### config.mk
export PLATFORM = sky130hd
export DESIGN_NAME = gray_counter_param
export DESIGN_NICKNAME = d
export VERILOG_FILES = /design/src/rtl/gray_counter_param.sv
export SDC_FILE = /design/constraint.sdc
export NUM_CORES = 1
export LEC_CHECK = 0
export ABC_CLOCK_PERIOD_IN_PS = 2400
export CAP_MARGIN = 20
export CORE_AREA = 2 2 39 41
export DETAILED_ROUTE_END_ITERATION = 6
export DIE_AREA = 0 0 41 43
export PLACE_DENSITY = 0.7
export REMOVE_ABC_BUFFERS = 1
export SLEW_MARGIN = 20
export SYNTH_ARGS = -nofsm -noshare
export SYNTH_HDL_FRONTEND = slang
export SYNTH_SLANG_ARGS = --single-unit
### constraint.sdc
create_clock -name clk -period 2.4 [get_ports clk]
set_input_delay 0.24 -clock clk [delete_from_list [all_inputs] [get_ports clk]]
set_output_delay 0.24 -clock clk [all_outputs]
set_load 0.02 [all_outputs]
### src/rtl/gray_counter_param.sv
// Registered Gray-code up/down counter with load, enable and wrap/saturate limit handling.
// Binary and Gray views are registered together so they always describe the same count.
module gray_counter_param #(
    parameter int              WIDTH       = 4,
    parameter bit              WRAP        = 1'b1,
    parameter logic [WIDTH-1:0] RESET_VALUE = '0
) (
    input  logic             clk,
    input  logic             rst_n,
    input  logic             enable,
    input  logic             up_down,
    input  logic             load,
    input  logic [WIDTH-1:0] load_value,
    output logic [WIDTH-1:0] binary_output,
    output logic [WIDTH-1:0] grey_output,
    output logic             terminal_count,
    output logic             wrap_pulse,
    output logic             saturated
);

    localparam logic [WIDTH-1:0] ALL_ONES   = '1;
    localparam logic [WIDTH-1:0] ALL_ZEROS  = '0;
    localparam logic [WIDTH-1:0] ONE        = {{(WIDTH-1){1'b0}}, 1'b1};
    localparam logic [WIDTH-1:0] RESET_GRAY = RESET_VALUE ^ (RESET_VALUE >> 1);

    logic [WIDTH-1:0] bin_q, bin_d;
    logic [WIDTH-1:0] gray_q, gray_d;
    logic             wrap_q, wrap_d;
    logic             sat_q, sat_d;
    logic             at_max, at_min;

    assign at_max = (bin_q == ALL_ONES);
    assign at_min = (bin_q == ALL_ZEROS);

    always_comb begin
        bin_d  = bin_q;
        wrap_d = 1'b0;
        sat_d  = sat_q;
        if (load) begin
            bin_d = load_value;
            sat_d = 1'b0;
        end else if (enable) begin
            sat_d = 1'b0;
            if (up_down) begin
                if (!at_max) begin
                    bin_d = bin_q + ONE;
                end else if (WRAP) begin
                    bin_d  = ALL_ZEROS;
                    wrap_d = 1'b1;
                end else begin
                    sat_d = 1'b1;
                end
            end else begin
                if (!at_min) begin
                    bin_d = bin_q - ONE;
                end else if (WRAP) begin
                    bin_d  = ALL_ONES;
                    wrap_d = 1'b1;
                end else begin
                    sat_d = 1'b1;
                end
            end
        end
        // Gray is derived from the next binary value so both registers update on the same edge.
        gray_d = bin_d ^ (bin_d >> 1);
    end

    always_ff @(posedge clk) begin
        if (!rst_n) begin
            bin_q  <= RESET_VALUE;
            gray_q <= RESET_GRAY;
            wrap_q <= 1'b0;
            sat_q  <= 1'b0;
        end else begin
            bin_q  <= bin_d;
            gray_q <= gray_d;
            wrap_q <= wrap_d;
            sat_q  <= sat_d;
        end
    end

    assign binary_output  = bin_q;
    assign grey_output    = gray_q;
    assign wrap_pulse     = wrap_q;
    assign saturated      = sat_q;
    assign terminal_count = up_down ? at_max : at_min;

endmodule
==> run_results.csv <==
group,metric,value,unit
cts,holdBufCountCts,0,
timing,skew,3.49,ps
yosys,synth_edf_count,0,
pwr,power_frac_seq,0.406,
layout,final_util,0.509,
yosys,syn_avg_cell_area,8.92,µm²
critical_path,worstSetupPathDepth,5,
timing,finalSetupViolations,0,
critical_path,cp-endpoint,"terminal_count",
yosys,yosys_most_used_dff,"dfxtp_1",
yosys,synth-xor-area-share,0.0714,
critical_path,cp_max_fo,7,
critical_path,r2r-start,"binary_output[0]",
drt,dr.pass1.iters,4,
drt,drt_iter0_drc,12,
critical_path,startpoint_type,"register",
critical_path,crit_buf_inv,2,
floorplanning,rows,14,
cts,cts_setup_buffers,0,
layout,post_route_cells_drive_above_1_share,0.0811,
yosys,synth_top_family_by_area,"simple AND/OR/NAND/NOR gates",
placed_design,place.gp.congestion,0.812,
timing,hold_viol,0,
yosys,synth_compound_area_frac,0.168,
global_routing,grt_max_degree,10,
cts,cts_root_buf,"clkbuf_4",
timing,drv_slew,0,
yosys,ys_top_cells_by_count,"dfxtp_1 (8), and2_1 (5), inv_1 (5)",
drt,postRouteAntennaNets,0,
layout,fillers,140,
timing,timing.final.crit_share,0.901,
yosys,synth.most_common_cell,"dfxtp_1",
timing,fin_crit,2160,ps
yosys,synth_fa_ha_area_frac,0.0510,
critical_path,endpoint_kind,"primary output",
pwr,p_comb_frac,0.338,
floorplanning,start_util,0.354,
critical_path,critPathArrivalTime,1920,ps
floorplanning,die_area,1760,µm²
yosys,ys_types,28,
global_routing,grt_use_total,0.132,
yosys,ys_seq_elements,8,
floorplanning,core_area,1380,µm²
critical_path,reg2reg_slack,440,ps
critical_path,cp_top_family,"buffers and inverters",
yosys,synthMuxAreaShare,0.0536,
status,status,"finished clean",
critical_path,crit_slowest_cell,"clkdlybuf4s50_1",
critical_path,r2r_end,"grey_output[2]",
global_routing,grt_pass1_vias,382,
cts,cts_resized,0,
drt,routed_wl,1.03,mm
layout,final_nets,87,
layout,antennaDiodeCount,0,
yosys,yosys-top-cells-area,"dfxtp_1 (33%), and2_1 (6.4%), ha_1 (5.1%)",
yosys,synthSimpleGateAreaFrac,0.253,
yosys,synth_area,490,µm²
critical_path,crit_required,2160,ps
cts,cts_inserted_buffers,3,
critical_path,slowest_delay,600,ps
yosys,seq_area_frac_synth,0.327,
pwr,p_sw_frac,0.297,
yosys,yosysTopAreaCell,"dfxtp_1",
job,maxCapViolCount,0,
worst_hold_path,worstHoldStart,"rst_n",
timing,setup_tns,0,ps
global_routing,grt_pass1_wl,1.58,mm
critical_path,rr_worst_depth,6,
pwr,power.leakage,0.285,nW
floorplanning,io_pins,20,
floorplanning,die_h,43,µm
placed_design,dp_hpwl,799,µm
critical_path,path_class,"register to primary output",
placed_design,portBuffers,18,
cts,clock_latency,250,ps
pwr,p_per_area,555,nW/µm²
critical_path,path_cells,"inv_1 > ha_1 > nor4b_2 > nand2b_1 > clkdlybuf4s50_1",
cts,cts_tree,"built",
drt,vias_per_cell,5.11,
pwr,ir_drop,0.283,mV
drt,wire_per_inst,11.4,µm
layout,synthToLayoutAreaGrowth,43.6,%
global_routing,grt.overflow.total,0,
yosys,syn_inst,55,
worst_hold_path,min_path_type,"input pin to register",
drt,drc_errors,0,
yosys,synthArstFlopShare,0,
timing,rsz0062_at_grt,"no",
yosys,synth_top_area_frac,0.327,
timing,fmax,0.462,GHz
critical_path,worstSetupStartpoint,"binary_output[0]",
cts,clkTransAtPathRegs,50,ps
global_routing,antenna_found_initial,0,
cts,clk_path_buf_depth,2,
pwr,power_frac_clock,0.256,
cts,htree_num_levels,1,
yosys,ys_warn_count,0,
drt,vias,460,
pwr,p_int,0.275,mW
cts,cts.sinks,8,
floorplanning,die_x,41,µm
pwr,p_sw,0.116,mW
## worst reg2reg max path: cells and delay by family, from the launching register on
kind	cells	cell delay [ps]
mux	1	290
flops	1	440
compound gates	3	780
fa+ha+maj	1	240
buf+inv	1	100
## sequential cells by signal, summed over array words and instances, names as in the netlist
name and cells:
binary_output 4, grey_output 3, wrap_pulse 1
## metrics by stage
step,setup slack [ps],power [mW],area (µm²),cells,hold slack [ps]
after global placement,328,0.291,676,87,825
final,237,0.391,704,90,722
after floorplan,363,0.234,475,53,362
after CTS,140,0.396,698,90,724
after global routing,110,0.416,704,90,742
after detailed placement,280,0.292,676,87,828
## power groups by stage
stage / clock [mW] / sequential [mW] / combinational (mW)
2_1_floorplan: 0 / 0.176 / 0.0575
3_3_place_gp: 0 / 0.161 / 0.130
3_5_place_dp: 0 / 0.161 / 0.131
4_1_cts: 0.106 / 0.158 / 0.132
5_1_grt: 0.112 / 0.160 / 0.143
6_report: 0.0999 / 0.159 / 0.132
## placed cells by master (no fill, tap or decap), drive strengths merged
cell type and count:
inv 5, a21o 1, a2bb2oi 1, a21oi 2, and4 1, o21ai 1, mux2 2, nor4b 1
nand2b 3, nor2b 2, a211o 1, nor2 1, o311a 1, ha 2, o32a 1, nand4 2
nand3 2, nand2 2, xor2 2, o211ai 2, clkdlybuf4s50 18, dfxtp 8, and2 5, xnor2 2
o21a 1, clkbuf 3, conb 1, or4b 1
## routing by layer
layer,up-vias,share of wire,track usage
li1,231,-,-
met1,201,0.46,0.159
met5,-,0,0
met3,0,0.095,0.0785
met2,28,0.44,0.191
met4,0,0,0.0400
## worst min-delay path by stage
stage                                  end  cells after the start  slack [ps]
final                     binary_output[1]                      2         720
after global routing      binary_output[1]                      2         740
after CTS                 binary_output[1]                      2         720
after detailed placement        wrap_pulse                      3         830
after global placement    binary_output[0]                      3         830
after floorplan           binary_output[0]                      1         360
## cell families after synthesis
family | count (synthesis)
multiplexers | 2
XOR/XNOR | 4
buffers and inverters | 7
flip-flops | 8
AND/OR/NAND/NOR | 20
other | 1
adder cells (fa/ha/maj) | 2
AO/OA/AOI/OAI | 11
## layout make-up
class                      count  area [µm²]  area share
multi-input combinational     40         303       0.430
timing repair buffer          18         180       0.256
sequential                     8         160       0.227
clock buffer                   3        22.5      0.0320
tap                           16        20.0      0.0284
inverter                       5        18.8      0.0266
Note: power is estimated with default switching activity, not from simulation.
